<file path="src/rtl/mips_defs.sv">
`default_nettype none
// ============================================================================
// Module      : mips_defs
// Description : Datapath widths and load-type encodings shared by the decoder,
//               memory stage and write-back stage.
// Revision    : 1.0 - initial release
// ============================================================================
package mips_defs;

    localparam int DATA_WIDTH     = 32;
    localparam int REG_ADDR_WIDTH = 5;

    localparam logic [2:0] LOAD_LW  = 3'd0;
    localparam logic [2:0] LOAD_LB  = 3'd1;
    localparam logic [2:0] LOAD_LBU = 3'd2;
    localparam logic [2:0] LOAD_LH  = 3'd3;
    localparam logic [2:0] LOAD_LHU = 3'd4;

endpackage
`default_nettype wire

</file>
<file path="src/rtl/load_extender.sv">
`default_nettype none
// ============================================================================
// Module      : load_extender
// Description : Little-endian lane select and sign/zero extension of a loaded
//               word, with misalignment detection for halfword/word loads.
// Revision    : 1.0 - initial release
// ============================================================================
module load_extender
    import mips_defs::*;
(
    input  logic [DATA_WIDTH-1:0] word,
    input  logic [1:0]            offset,
    input  logic [2:0]            loadType,
    output logic [DATA_WIDTH-1:0] result,
    output logic                  misaligned
);

    logic [7:0]  w_byte;
    logic [15:0] w_half;

    always_comb begin
        case (offset)
            2'd0:    w_byte = word[7:0];
            2'd1:    w_byte = word[15:8];
            2'd2:    w_byte = word[23:16];
            default: w_byte = word[31:24];
        endcase
        // Halfword lane ignores offset[0] so a misaligned access still reads the aligned lane
        w_half = offset[1] ? word[31:16] : word[15:0];
    end

    always_comb begin
        result     = word;
        misaligned = 1'b0;
        case (loadType)
            LOAD_LB:  result = {{(DATA_WIDTH-8){w_byte[7]}}, w_byte};
            LOAD_LBU: result = {{(DATA_WIDTH-8){1'b0}}, w_byte};
            LOAD_LH: begin
                result     = {{(DATA_WIDTH-16){w_half[15]}}, w_half};
                misaligned = offset[0];
            end
            LOAD_LHU: begin
                result     = {{(DATA_WIDTH-16){1'b0}}, w_half};
                misaligned = offset[0];
            end
            default:  misaligned = (offset != 2'b00);
        endcase
    end

endmodule
`default_nettype wire

</file>
<file path="src/rtl/writeback_stage.sv">
`default_nettype none
// ============================================================================
// Module      : writeback_stage
// Description : MEM/WB pipeline register and write-back formatter; drives the
//               register file write port, counts retirements, flags misaligned loads.
// Revision    : 1.0 - initial release
// ============================================================================
module writeback_stage #(
    parameter int DATA_WIDTH     = 32,
    parameter int REG_ADDR_WIDTH = 5,
    parameter int COUNT_WIDTH    = 32
) (
    input  logic                      clk,
    input  logic                      reset,
    input  logic                      inValid,
    input  logic                      stall,
    input  logic                      flush,
    input  logic                      regWrite,
    input  logic                      memToReg,
    input  logic                      linkSignal,
    input  logic [2:0]                loadType,
    input  logic [DATA_WIDTH-1:0]     aluResult,
    input  logic [DATA_WIDTH-1:0]     memReadData,
    input  logic [DATA_WIDTH-1:0]     pcPlus8,
    input  logic [REG_ADDR_WIDTH-1:0] destRegNumber,
    output logic [REG_ADDR_WIDTH-1:0] writeRegNumber,
    output logic [DATA_WIDTH-1:0]     writeData,
    output logic                      regWriteSignal,
    output logic                      wbValid,
    output logic [COUNT_WIDTH-1:0]    retiredCount,
    output logic                      misalignFault
);

    import mips_defs::*;

    logic [DATA_WIDTH-1:0]     w_extendedLoad;
    logic                      w_misaligned;
    logic                      w_enter;
    logic [DATA_WIDTH-1:0]     w_source;

    logic [REG_ADDR_WIDTH-1:0] r_writeRegNumber;
    logic [DATA_WIDTH-1:0]     r_writeData;
    logic                      r_regWriteSignal;
    logic                      r_wbValid;
    logic [COUNT_WIDTH-1:0]    r_retiredCount;
    logic                      r_misalignFault;

    load_extender u_loadExtender (
        .word       (memReadData),
        .offset     (aluResult[1:0]),
        .loadType   (loadType),
        .result     (w_extendedLoad),
        .misaligned (w_misaligned)
    );

    assign w_enter  = inValid & ~flush;
    assign w_source = linkSignal ? pcPlus8 : (memToReg ? w_extendedLoad : aluResult);

    // r_regWriteSignal doubles as the committed flag: it is set only on the
    // capture cycle and cleared on every held cycle, so a stalled entry writes once.
    always_ff @(posedge clk) begin
        if (reset) begin
            r_writeRegNumber <= '0;
            r_writeData      <= '0;
            r_regWriteSignal <= 1'b0;
            r_wbValid        <= 1'b0;
            r_retiredCount   <= '0;
            r_misalignFault  <= 1'b0;
        end else if (!stall) begin
            r_wbValid        <= w_enter;
            r_regWriteSignal <= w_enter & regWrite & (destRegNumber != '0);
            r_writeRegNumber <= destRegNumber;
            r_writeData      <= w_source;
            if (w_enter) begin
                r_retiredCount <= r_retiredCount + COUNT_WIDTH'(1);
            end
            if (w_enter && memToReg && w_misaligned) begin
                r_misalignFault <= 1'b1;
            end
        end else begin
            r_regWriteSignal <= 1'b0;
        end
    end

    assign writeRegNumber = r_writeRegNumber;
    assign writeData      = r_writeData;
    assign regWriteSignal = r_regWriteSignal;
    assign wbValid        = r_wbValid;
    assign retiredCount   = r_retiredCount;
    assign misalignFault  = r_misalignFault;

endmodule
`default_nettype wire

</file>
<file path="config.mk">
export PLATFORM = sky130hd
export DESIGN_NAME = writeback_stage
export DESIGN_NICKNAME = d
export VERILOG_FILES = /design/src/rtl/mips_defs.sv /design/src/rtl/load_extender.sv /design/src/rtl/writeback_stage.sv
export SDC_FILE = /design/constraint.sdc
export NUM_CORES = 1
export LEC_CHECK = 0
export ABC_AREA = 1
export BUFFER_PORTS_ARGS = -buffer_cell sky130_fd_sc_hd__buf_4
export CAP_MARGIN = 20
export CORE_UTILIZATION = 30
export CTS_BUF_LIST = sky130_fd_sc_hd__clkbuf_8
export CTS_CLUSTER_DIAMETER = 40
export CTS_CLUSTER_SIZE = 30
export DETAILED_ROUTE_END_ITERATION = 10
export SYNTH_ARGS = -nofsm -noshare
export SYNTH_HDL_FRONTEND = slang
export SYNTH_SLANG_ARGS = --single-unit
</file>
<file path="constraint.sdc">
create_clock -name clk -period 1.7 [get_ports clk]
set_clock_uncertainty 0.15 [all_clocks]
set_input_delay 0.085 -clock clk [delete_from_list [all_inputs] [get_ports clk]]
set_output_delay 0.085 -clock clk [all_outputs]
set_load 0.1 [all_outputs]
</file>
Word level (Yosys, flattened, before mapping)
Cells that the tools add are included.
{"block": "word_totals", "ramBits": 0, "regBits": 72, "romBits": 0, "latch_bits": 0, "wordCells": 34, "in_bits": 112, "out_inout_bits": 72, "mem_count": 0}
{"block": "classes", "n_mux": 6, "order_cmp": 0, "multipliers": 0, "bitwise": 5, "addsub": 1, "n_reduce_logical": 10, "div_mod_pow": 0, "n_shift": 0, "n_eq_ne": 6}
{"op": "$pmux 32 s4", "n": 1}
{"op": "$mux 32", "n": 2}
{"op": "$add 32x1->32 const B", "n": 1}
{"op": "$pmux 8 s3", "n": 1}
{"op": "$mux 16", "n": 1}
{"op": "$eq 3x2->1 const B", "n": 2}
{"op": "$reduce_or 2->1", "n": 3}
{"op": "$reduce_bool 5->1", "n": 1}
{"op": "$reduce_and 2->1", "n": 2}
{"op": "$and 1x1->1", "n": 3}
{"op": "$eq 3x1->1 const B", "n": 1}
{"op": "$eq 3x3->1 const B", "n": 1}
{"op": "$eq 2x1->1 const B", "n": 1}
{"op": "$eq 2x2->1 const B", "n": 1}
{"op": "$logic_and 1x1->1", "n": 2}
{"op": "$logic_not 2->1", "n": 1}
{"op": "$not 1->1", "n": 2}
{"op": "$pmux 1 s2", "n": 1}
{"op": "$reduce_bool 2->1", "n": 1}

Longest topological paths before layout
{"block": "logic_depth", "depth_word": 5, "mapped_depth": 11, "ltp_nobuf": 10}

By module
From an unflattened synthesis, not the netlist that was laid out.
{"block": "hier_totals", "hier_cells": 682, "area_unflattened_um2": 4650.7}
{"module": "writeback_stage", "n_inst": 1, "cells_per_inst": 475, "seq_area_each_um2": 1441.4, "area_each_um2": 3723.6}
{"module": "load_extender", "n_inst": 1, "cells_per_inst": 207, "seq_area_each_um2": 0.0, "area_each_um2": 927.1}

Least setup slack after synthesis
OpenSTA, ideal clock, no wires.
{"block": "synth_path", "kind": "register to register", "start": "reg r_retiredCount[0] (netlist: retiredCount[0])", "end": "reg r_retiredCount[10] (netlist: retiredCount[10])", "path_stages_with_launch": 8, "t_arrival_ns": 2.155, "t_required_ns": 1.429, "n_path_buf": 0, "setup_time_ns": 0.121, "slack_ns": -0.727, "path_cell_list": "dfxtp_1 -> ha_1 -> inv_1 -> nor2_2 -> nand4_1 -> or2_0 -> o21ai_0 -> a21oi_1"}
{"block": "synth_between", "elab_chain_cells": 1}
{"element": "start, declared", "line_no": "writeback_stage.sv:45", "text": "logic [COUNT_WIDTH-1:0] r_retiredCount;"}
{"element": "start signal, assigned", "line_no": "writeback_stage.sv:75", "text": "r_retiredCount <= r_retiredCount + COUNT_WIDTH'(1);"}
{"element": "$add 32x1->32", "line_no": "writeback_stage.sv:75"}
Every way passes these cells.
A chain may end at the register's enable or synchronous reset.

Worst setup path in the final report
{"block": "layout_path", "start": "in loadType[2]", "end": "reg r_writeData[6] (netlist: writeData[6])"}
{"block": "layout_between", "elab_chain_cells": 4, "elab_cells_between_ends": 7, "cone_classes": "eq/ne (4); mux (3)"}
{"element": "start, declared", "line_no": "writeback_stage.sv:21", "text": "input logic [2:0] loadType,"}
{"element": "$eq 3x3->1, or another cell as far along", "line_no": "load_extender.sv:35", "text": "case (loadType)"}
{"element": "$pmux 32 s4 (*)", "line_no": "load_extender.sv:35"}
{"element": "$mux 32 (*) (2 in series)", "line_no": "writeback_stage.sv:57", "text": "assign w_source = linkSignal ? pcPlus8 : (memToReg ? w_extendedLoad : aluResult);"}
{"element": "end signal, assigned", "line_no": "writeback_stage.sv:73", "text": "r_writeData <= w_source;"}
{"element": "end, declared", "line_no": "writeback_stage.sv:42", "text": "logic [DATA_WIDTH-1:0] r_writeData;"}
Every way passes the cells marked *; elsewhere a longest branch is shown, timed or not.

==> metrics.md <==
| Metric | Value |
|---|---|
| Setup CP Type | in2reg |
| Post-Place Setup Slack | 55.1 ps |
| Synth Area per Inst | 5.97 sq um |
| Clk pin slew, worst setup/hold paths | 80 ps |
| Clock sink count | 72 |
| Final Power | 4.79 mW |
| Post-layout instance area | 7860 sq um |
| CTS H-tree lvls | 3 |
| Die Height | 130 um |
| Yosys warning count | 0 |
| Setup crit start kind | primary input |
| Area delta synth->final | 59.5% |
| Full die area | 16900 sq um |
| Ant. Diodes | 0 |
| Initial Utilization | 0.309 |
| Global route overflow | 0 |
| I/O Pins | 184 |
| DRT iter0 DRCs | 464 |
| Post-synthesis mux area share | 0 |
| Post-synthesis adder-cell area fraction | 0.00254 |
| Vias | 6413 |
| Multi-input logic area | 3110 sq um |
| Routed Antenna Nets | 0 |
| Die W | 130 um |
| Required @ worst endpoint | 1810 ps |
| Drt first pass iters | 7 |
| Most frequent cells after synthesis | nand2_1, nor2_1, a21oi_1 |
| Final setup fails | 0 |
| Clk buf depth | 2 |
| Vias in the first global route | 6077 |
| Post-Synth Simple-Gate Area | 0.363 |
| CTS Root Cell | clkbuf_8 |
| PortBufs | 183 |
| Via density per instance | 4.89 |
| Post-synth net total | 939 |
| Post-synthesis cell type count | 34 |
| Period utilization | 0.965 |
| Number of nets in the layout | 1204 |
| Post-route setup slack | 58.7 ps |
| Number of synthesized flops with an enable pin | 0 |
| Core ar. | 15900 sq um |
| Register area | 1550 sq um |
| Largest family of logic cells by synthesized area | simple AND/OR/NAND/NOR gates |
| Status | finished with violations |
| Crit. End Element | flop |
| Num rows | 46 |
| Violated checks | negative hold slack |
| Largest area contributor in the netlist | dfxtp_1 |
| Share of layout cells above drive strength 1 | 0.305 |
| Total track usage | 0.234 |
| TritonCTS clock tree | done |
| Max Clk Rate | 609 MHz |
| Post-synth ARST share | 0 |
| Filler cells | 1642 |
| Mapped cell area | 4930 sq um |
| Max cap viols | 0 |
| P_leak | 3.53 nW |
| Pin count of the biggest net entering global routing | 49 |
| RD Place Congestion | 0.937 |
| Post-Synthesis Cells | 826 |
| Routed WL per cell | 15.0 um |
| Clock latency on the worst-skew pair | 360 ps |
| Routed WL | 19700 um |
| Share of the synthesized area in the top cell type | 0.292 |
| Final Hold Fails | 1 |
| Worst-Margin Slew | 533 ps |
| Hpwl dp | 14100 um |
| Main flop type after synthesis | dfxtp_1 |
| Worst path arrival time | 1750 ps |
| Synth Area in Compound Gates | 0.226 |
| Total CTS buffers | 9 |
| Power Density | 609 nW/um^2 |
| Final count of pins violating max slew | 0 |
| Hold crit path type | in2reg |
| Worst Hold Margin | -11.7 ps |
| Crit-path max FO | 5 |
| Minimum clock period | 1640 ps |
| VDD IR max | 0.323 mV |
| RSZ-0062 raised after global routing | yes |
| Flops & latches, synth | 72 |
| Drt drc | 0 |
| Initial antenna violation count | 0 |
| Global-route wire length before repair | 30500 um |
| Top cells by area, synth | dfxtp_1, nand2_1, a21oi_1 |
| Register area share after synthesis | 0.292 |
| Max-slew headroom | 0.645 |
| Most common cell in the synthesized netlist | nand2_1 |
| Post-Synth XOR/XNOR Area | 0.0142 |
| Placed Area | 6690 sq um |
==> report_power, final <==
group / internal (mW) / total [mW] / leakage [nW] / switching [mW]
Clock: 0.550 / 1.27 / 0.0958 / 0.720
Combinational: 0.647 / 1.76 / 2.82 / 1.11
Sequential: 1.72 / 1.76 / 0.613 / 0.0415
==> cells in the final DEF (no fill, tap or decap), types with 3 or more instances in the layout <==
| cell type | instances |
|---|---|
| o21ai_2 | 12 |
| dlygate4sd3_1 | 69 |
| o21ai_0 | 52 |
| buf_12 | 4 |
| nand2_1 | 214 |
| nor2_4 | 7 |
| nor3_2 | 4 |
| inv_2 | 7 |
| nor2_1 | 114 |
| nand3_1 | 43 |
| dfxtp_4 | 26 |
| dfxtp_1 | 41 |
| inv_4 | 3 |
| nor3_1 | 8 |
| inv_1 | 69 |
| nor2_2 | 6 |
| buf_4 | 218 |
| buf_6 | 3 |
| o21ai_1 | 14 |
| xor2_1 | 8 |
| dfxtp_2 | 5 |
| clkbuf_8 | 10 |
| nand3b_1 | 7 |
| o211ai_1 | 7 |
| nand4_1 | 4 |
| nand2_2 | 4 |
| a21oi_1 | 106 |
| a21oi_2 | 10 |
==> final timing paths <==
path,depth (start not counted),slack [ps],to,from
max,12,60,writeData[6],loadType[2]
min,5,-10,writeData[3],aluResult[3]
max reg2reg,6,90,retiredCount[7],retiredCount[0]
min reg2reg,2,320,wbValid,wbValid
==> metal layers <==
metal / global-route usage / vias to the layer above / wire (um)
met5: 0 / - / 0
met3: 0.0426 / 48 / 1310
met4: 0.114 / 0 / 701
met1: 0.284 / 2884 / 8330
met2: 0.397 / 254 / 9360
li1: - / 3227 / -
==> registers in the layout, summed over array words and instances, names as in the netlist <==
| name | count |
|---|---|
| retiredCount | 32 |
| writeData | 32 |
| writeRegNumber | 5 |
| misalignFault | 1 |
| regWriteSignal | 1 |
| wbValid | 1 |
==> cells by family (layout without fill, tap and decap cells) <==
logic type / after synthesis / in the layout
AO/OA/AOI/OAI: 204 / 204
XOR/XNOR: 8 / 8
adder cells (fa/ha/maj): 1 / 1
buffers and inverters: 120 / 389
flip-flops: 72 / 72
AND/OR/NAND/NOR: 421 / 422
==> per-stage QoR <==
step,setup TNS [ps],hold slack [ps],utilization,cells
after global routing,-128,19.0,0.493,1312
after CTS,0,1.39,0.475,1293
final,0,-11.7,0.493,1312
after floorplan,-12.7,76.8,-,826
after global placement,0,189,0.420,1206
after detailed placement,0,195,0.420,1206
==> layout make-up <==
type                            count  area share
Sequential cell                    72       0.197
Inverter                           77      0.0382
Multi-Input combinational cell    635       0.395
Clock buffer                       10      0.0175
Tap cell                          216      0.0344
Clock inverter                      6     0.00366
Timing Repair Buffer              296       0.314
==> worst max-delay path: stages <==
cell           delay, ps
buf_4                120
inv_2                 60
nand3_2              100
nand2_4              160
buf_12               120
nor2_4                40
buf_4                140
nand2_1               70
nand3_2              100
o21ai_1              140
a21oi_1               70
dlygate4sd3_1        550
==> repair_timing <==
item	in CTS	in global routing
endpoints found under the setup margin	0	41
hold buffers	71	1
hold endpoints to repair	38	1
gates resized for setup	0	36
buffers inserted	0	19
(Power assumes the default switching activity.)
